File: config.mk
export PLATFORM = sky130hd
export DESIGN_NAME = bp_network_serializer_arbiter
export DESIGN_NICKNAME = d
export VERILOG_FILES = /design/src/rtl/bp_network_serializer_arbiter.sv
export SDC_FILE = /design/constraint.sdc
export NUM_CORES = 1
export LEC_CHECK = 0
export BUFFER_PORTS_ARGS = -buffer_cell sky130_fd_sc_hd__buf_2
export CELL_PAD_IN_SITES_DETAIL_PLACEMENT = 2
export CELL_PAD_IN_SITES_GLOBAL_PLACEMENT = 2
export CORE_MARGIN = 5
export CORE_UTILIZATION = 21
export DETAILED_ROUTE_END_ITERATION = 12
export HOLD_SLACK_MARGIN = 0.06
export PLACE_DENSITY_LB_ADDON = 0.1
export SYNTH_ARGS = -nofsm -noshare
export SYNTH_HDL_FRONTEND = slang
export SYNTH_SLANG_ARGS = --single-unit
File: constraint.sdc
create_clock -name clk_i -period 4 [get_ports clk_i]
set_clock_uncertainty 0.1 [all_clocks]
set_input_delay 0 -clock clk_i [delete_from_list [all_inputs] [get_ports clk_i]]
set_output_delay 0 -clock clk_i [all_outputs]
set_load 0.01 [all_outputs]
File: src/rtl/bp_network_serializer_arbiter.sv
// Round-robin arbiter that grants one local requester at a time and serializes its
// message onto a single network link as {dest, src, payload} flits.
module bp_network_serializer_arbiter #(
  parameter int num_req_p           = 4,
  parameter int num_dest            = 4,
  parameter int num_src             = 8,
  parameter int src_id_offset_p     = 0,
  parameter int source_data_width_p = 64,
  parameter int packet_data_width_p = 16,
  localparam int dest_id_width_p    = (num_dest <= 1) ? 1 : $clog2(num_dest),
  localparam int src_id_width_p     = (num_src <= 1) ? 1 : $clog2(num_src),
  localparam int flit_width_lp      = packet_data_width_p + dest_id_width_p + src_id_width_p
) (
  input  logic                                     clk_i,
  input  logic                                     reset_i,
  input  logic [num_req_p-1:0]                     v_i,
  input  logic [num_req_p*source_data_width_p-1:0] data_i,
  input  logic [num_req_p*dest_id_width_p-1:0]     dest_i,
  output logic [num_req_p-1:0]                     yumi_o,
  output logic                                     v_o,
  output logic [flit_width_lp-1:0]                 data_o,
  input  logic                                     ready_i
);

  localparam int num_packets_p = (source_data_width_p + packet_data_width_p - 1) / packet_data_width_p;
  localparam int cnt_w_lp      = (num_packets_p <= 1) ? 1 : $clog2(num_packets_p);
  localparam int req_w_lp      = (num_req_p <= 1) ? 1 : $clog2(num_req_p);
  localparam logic [cnt_w_lp-1:0] last_cnt_lp = cnt_w_lp'(num_packets_p - 1);

  typedef enum logic {IDLE, SEND} state_e;

  state_e                           r_state;
  state_e                           w_state_next;
  logic [cnt_w_lp-1:0]              r_count;
  logic [req_w_lp-1:0]              r_last_grant;
  logic [source_data_width_p-1:0]   r_msg;
  logic [dest_id_width_p-1:0]       r_dest;
  logic [src_id_width_p-1:0]        r_src;

  logic [source_data_width_p-1:0]   w_req_data [num_req_p];
  logic [dest_id_width_p-1:0]       w_req_dest [num_req_p];
  logic [packet_data_width_p-1:0]   w_flits    [num_packets_p];
  logic [req_w_lp-1:0]              w_winner;
  logic                             w_any_v;
  logic                             w_handshake;
  logic                             w_last;
  logic                             w_capture_en;
  logic                             w_capture;

  genvar gi;
  generate
    for (gi = 0; gi < num_req_p; gi++) begin : g_req
      assign w_req_data[gi] = data_i[gi*source_data_width_p +: source_data_width_p];
      assign w_req_dest[gi] = dest_i[gi*dest_id_width_p +: dest_id_width_p];
    end

    // The final flit may only be partly covered by the message; its upper bits read as zero.
    for (gi = 0; gi < num_packets_p; gi++) begin : g_flit
      if ((gi + 1) * packet_data_width_p <= source_data_width_p) begin : g_full
        assign w_flits[gi] = r_msg[gi*packet_data_width_p +: packet_data_width_p];
      end else begin : g_pad
        assign w_flits[gi] = {{((gi + 1) * packet_data_width_p - source_data_width_p){1'b0}},
                              r_msg[source_data_width_p-1:gi*packet_data_width_p]};
      end
    end
  endgenerate

  // Scan from the farthest candidate to the nearest so the nearest requester after
  // the last grant is the one left standing.
  always_comb begin
    logic [req_w_lp:0] sum;
    sum      = '0;
    w_winner = '0;
    w_any_v  = 1'b0;
    for (int k = num_req_p; k >= 1; k--) begin
      sum = {1'b0, r_last_grant} + (req_w_lp + 1)'(k);
      if (sum >= (req_w_lp + 1)'(num_req_p)) begin
        sum = sum - (req_w_lp + 1)'(num_req_p);
      end
      if (v_i[sum[req_w_lp-1:0]]) begin
        w_winner = sum[req_w_lp-1:0];
        w_any_v  = 1'b1;
      end
    end
  end

  assign w_handshake  = (r_state == SEND) & ready_i;
  assign w_last       = (r_count == last_cnt_lp);
  assign w_capture_en = ~reset_i & ((r_state == IDLE) | (w_handshake & w_last));
  assign w_capture    = w_capture_en & w_any_v;

  always_comb begin
    w_state_next = r_state;
    yumi_o       = '0;
    v_o          = (r_state == SEND);
    if (w_capture) begin
      yumi_o[w_winner] = 1'b1;
      w_state_next     = SEND;
    end else if (w_capture_en) begin
      w_state_next = IDLE;
    end
  end

  always_ff @(posedge clk_i) begin
    if (reset_i) begin
      r_state <= IDLE;
    end else begin
      r_state <= w_state_next;
    end
  end

  always_ff @(posedge clk_i) begin
    if (reset_i) begin
      r_count      <= '0;
      r_last_grant <= req_w_lp'(num_req_p - 1);
    end else if (w_capture) begin
      r_count      <= '0;
      r_last_grant <= w_winner;
    end else if (w_handshake) begin
      r_count <= w_last ? '0 : r_count + cnt_w_lp'(1);
    end
  end

  always_ff @(posedge clk_i) begin
    if (w_capture) begin
      r_msg  <= w_req_data[w_winner];
      r_dest <= w_req_dest[w_winner];
      r_src  <= src_id_width_p'(src_id_offset_p) + src_id_width_p'(w_winner);
    end
  end

  assign data_o = {r_dest, r_src, w_flits[r_count]};

endmodule

# Word-level counts from Yosys, hierarchy flattened
# Cells that the tools add are included.
# classes
n_addsub	9
n_mul	0
div	0
order_cmp	12
eq_ne	1
shifts	0
mux	35
bitwise_logic	9
reduce_logical	3
# op_table
cell	n
$bmux W64 S2	1
$mux W64	2
$bmux W16 S2	1
$mux W16	2
$mux W2	11
$ge A3 B3 Y1 const B	6
$lt A2 B3 Y1 const B	5
$mux W1	11
$bmux W1 S2	4
$sub A2 B1 Y2 const B	4
$add A2 B2 Y3 const B	2
$not A2 Y3	2
$and A1 B1 Y1	4
$bmux W2 S2	1
$mux W4	1
$add A2 B1 Y3 const B	1
$add A2 B3 Y3 const B	1
$add A2 B1 Y2 const B	1
$demux W1 S2	1
$eq A2 B2 Y1 const B	1
$ge A2 B1 Y1 const B	1
$not A1 Y1	2
$reduce_bool A2 Y1	1
$reduce_or A2 Y1	1
other kinds (2)	2
# word_totals
regBits	73
latchBits	0
mem_bits_rw	0
mem_bits_ro	0
output_inout_bits	26
memories	0

# Depth between registers and ports, before layout
# logic_depth
depth_word	14
ltp_mapped	9
mapped_depth_nobuf	6

# Worst setup path after synthesis
# Ideal clock, no wire load.
# synth_timing
path_type	flip-flop to flip-flop
startpoint	reg r_count[0]
endpoint	reg r_dest[0] (enable)
setup_ps	494
t_arrival_ps	3636
slack_ps	-230
stages_incl_launch_ff	7
path_cell_list	dfxtp_1 ha_1 nand2_1 nand2_1 nand2b_1 buf_2 nor2_1
# synth_via
elab_chain_cells	5
# synth_lines
element	line	source
from (decl)	34	logic [cnt_w_lp-1:0] r_count;
from (signal assigned)	120	r_count <= w_last ? '0 : r_count + cnt_w_lp'(1);
$eq A2 B2 Y1	88	assign w_last = (r_count == last_cnt_lp);
$and A1 B1 Y1	89	assign w_capture_en = ~reset_i & ((r_state == IDLE) | (w_handshake & w_last));
$or A1 B1 Y1	89	
$and A1 B1 Y1	89	
$and A1 B1 Y1	90	assign w_capture = w_capture_en & w_any_v;
net w_capture	48	logic w_capture;
to (signal assigned)	127	r_dest <= w_req_dest[w_winner];
to (decl)	37	logic [dest_id_width_p-1:0] r_dest;
# The timed path passes the listed nets, and every way through them passes these cells.
# A chain may end at the register's enable or synchronous reset.

# Worst setup path after layout
# layout_timing
startpoint	reg r_last_grant[0]
endpoint	reg r_msg[8] (data pin)
# layout_via
elab_chain_cells	13
# layout_lines
element	line	source
from (decl)	35	logic [req_w_lp-1:0] r_last_grant;
from (signal assigned)	115	r_last_grant <= req_w_lp'(num_req_p - 1);
from (signal assigned)	118	r_last_grant <= w_winner;
$add A2 B3 Y3	76	sum = {1'b0, r_last_grant} + (req_w_lp + 1)'(k);
$ge A3 B3 Y1 or $sub A2 B1 Y2 (tied branches)	77, 78	
$mux W2	77	if (sum >= (req_w_lp + 1)'(num_req_p)) begin
$bmux W1 S2	80	if (v_i[sum[req_w_lp-1:0]]) begin
$mux W1 (not written as such)	80	
$mux W2 (3 in a row)	80	
$mux W2 (*)	80	
$not A2 Y3 (not written as such) (*)	126	r_msg <= w_req_data[w_winner];
$bmux W64 S2 (*)	126	
$mux W64 (not written as such) (*) (2 in a row)	126	
to (signal assigned)	126	
to (decl)	36	logic [source_data_width_p-1:0] r_msg;
# Mark *: on every way between the ends. The rest lies on a longest branch, timed or not. The select of a mux whose other input is x is not followed.

==> flow_summary_export.csv <==
group,metric,value,unit
timing,min_period_over_period,0.749,
yosys,yosysMostFrequentCell,"nand2_1",
finish,drive_gt1_frac,0.377,
clocking,cts_resized,0,
timing,max_freq,334,MHz
placement,place_area,6340,sq um
detailed_routing,routed_via_density,4.73,
die,num_io_pins,297,
die,die_w,159,um
grt,overflow,0,
timing,slew_violations,0,
detailed_routing,drtIter0Drc,207,
timing,rsz0062_at_grt,"false",
grt,grtUsageTotal,0.183,
yosys,syn_nets,781,
grt,grt_max_degree,74,
clocking,clock-sinks,73,
detailed_routing,antenna_left,0,
power,vdd_drop_max,195,uV
critical_path,critical_path_class,"flop to flop",
critical_path,endpoint_kind,"flop",
yosys,syn_area_per_cell,9.16,sq um
timing,tightest_slew,795,ps
finish,finalInstanceArea,7920,sq um
die,placementRows,54,
power,p_sw,0.842,mW
yosys,ys_types,25,
yosys,yosys-top-cells-count,"nand2_1, a21oi_1, edfxtp_1, a32oi_1, clkbuf_1",
power,p_int,1.97,mW
clocking,post_cts_buffers,0,
yosys,ys_top_cells_by_area,"edfxtp_1, nand2_1, a32oi_1, mux4_2, a21oi_1",
timing,final-setup-viol-count,0,
power,p_clk_frac,0.311,
finish,fin_nets,1172,
finish,ff_latch_area,2140,sq um
die,die_area,25300,sq um
critical_path,startpoint_type,"flop",
detailed_routing,drc_errors,0,
critical_path,cp.required,4100,ps
clocking,cts_tree,"yes",
die,coreArea,21800,sq um
yosys,synth_top_cell_by_area,"edfxtp_1",
grt,antenna_found_initial,1,
status,outcome,"completed",
yosys,synth_edf_count,68,
yosys,ys_seq_elements,73,
clocking,clock_latency,340,ps
finish,multi_input_area,2260,sq um
clocking,cts.clk_slew.worst_paths,60,ps
placement,port-buffer-count,295,
finish,fin_util,0.363,
timing,min_period,3000,ps
detailed_routing,vias,5610,
finish,n_fill_cell,2472,
timing,final-hold-violation-count,0,
yosys,synthesis.instances,509,
clocking,cts.htree.levels,3,
yosys,yosysTopAreaCellShare,0.438,
yosys,syn_area,4660,sq um
timing,maxSlewHeadroom,0.470,
hold_path,hp-class,"primary input to flop",
power,p_leak,3.39,nW
clocking,clockBufferDepth,2,
grt,grt_pass1_vias,6453,
timing,tns,0,ps
die,start_util,0.214,
clocking,cts_root_buffer,"clkbuf_16",
grt,grt_pass1_wl,36800,um
yosys,synth-async-reset-ratio,0,
die,die_h,159,um
placement,hpwlAfterDp,18200,um
critical_path,critPathMaxFanout,64,
clocking,numCtsBuffers,9,
yosys,ys_warn_count,0,
critical_path,worstPathArrival,3090,ps
yosys,ys_seq_area_frac,0.460,
finish,syn_to_final_growth,69.9,%
power,switching_share,0.300,
job,cap_violations,0,
detailed_routing,wl,24000,um
placement,place.gp.congestion,0.780,
detailed_routing,wire_per_inst,20.3,um
yosys,ys.flop_type,"edfxtp_1",
clocking,ctsHoldBuffers,126,
power,seq_power_share,0.347,
power,p_comb_frac,0.343,
power,powerDensity,355,nW/um^2
detailed_routing,dr.pass1.iters,4,
flip-flops by register name (all words and copies together), names as in the netlist:
name	cells
r_count	2
r_dest	2
r_last_grant	2
r_msg	64
r_src	2
v_o	1
routing by layer:
metal	track usage	up-vias	part of all wire
met5	0	-	0
met4	0.0562	0	0.022
met3	0.0419	31	0.057
met2	0.328	193	0.51
met1	0.217	2712	0.41
li1	-	2674	-
metrics by stage:
stage	std cells	hold slack (ps)	power [mW]	worst slack, ps
2_1_floorplan	509	72.2	1.41	918
3_3_place_gp	1043	235	1.73	1360
3_5_place_dp	1043	246	1.74	1310
4_1_cts	1185	61.2	2.85	978
5_1_grt	1186	60.5	2.98	770
6_report	1186	54.3	2.81	1000
placed cells by master, fill, tap and decap left out, types with 5 or more instances in the layout:
cell type / synthesis / routed
buf_2: 16 / 295
nand2_1: 204 / 203
dlygate4sd3_1: 0 / 126
a21oi_1: 68 / 68
edfxtp_1: 68 / 68
a32oi_1: 66 / 66
mux4_2: 16 / 16
clkbuf_16: 0 / 9
nor2_1: 8 / 7
buf_4: 3 / 6
nand2b_1: 5 / 5
nor4_1: 5 / 5
dfxtp_1: 5 / 5
layout make-up:
class                      instances  area share
antenna                            1    0.000316
clock buffer                      10      0.0289
clock inverter                     6      0.0104
inverter                           2     0.00126
multi-input combinational        384       0.285
sequential                        73       0.271
tap                              280      0.0442
timing repair buffer             430       0.359
kinds of logic after synthesis:
logic type / Yosys count / share of synthesized area
other: 1 / 0.000805
buffers and inverters: 52 / 0.0601
muxes: 18 / 0.0821
AOI/OAI and AO/OA: 141 / 0.209
and+or+nand+nor: 223 / 0.186
DFF: 73 / 0.460
adders and majority gates: 1 / 0.00268
final timing paths:
kind,start,to,slack (ps),cells past startpoint
max,r_last_grant[0]$_SDFFE_PP1P_,r_msg[8]$_DFFE_PP_,1000,8
max reg2reg,r_last_grant[0]$_SDFFE_PP1P_,r_msg[8]$_DFFE_PP_,1000,8
min,data_i[30],r_msg[30]$_DFFE_PP_,50,3
min reg2reg,r_last_grant[0]$_SDFFE_PP1P_,r_last_grant[0]$_SDFFE_PP1P_,410,1
power by group through the flow:
stage,clock [mW],combinational (mW),sequential [mW]
global placement,0,0.736,0.991
floorplan,0,0.439,0.968
global route,0.938,1.06,0.979
detailed placement,0,0.754,0.991
CTS,0.900,0.978,0.976
finish,0.873,0.963,0.974
critical path, cell delays in order, from the launching register on:
cell           delay, ps
dfxtp_1              330
nand2b_1             170
a21bo_1              180
and3_4               300
inv_4                440
buf_12               320
nand2_1              110
a32oi_1              240
dlygate4sd3_1        610
Power figures use the tool's default switching activity.
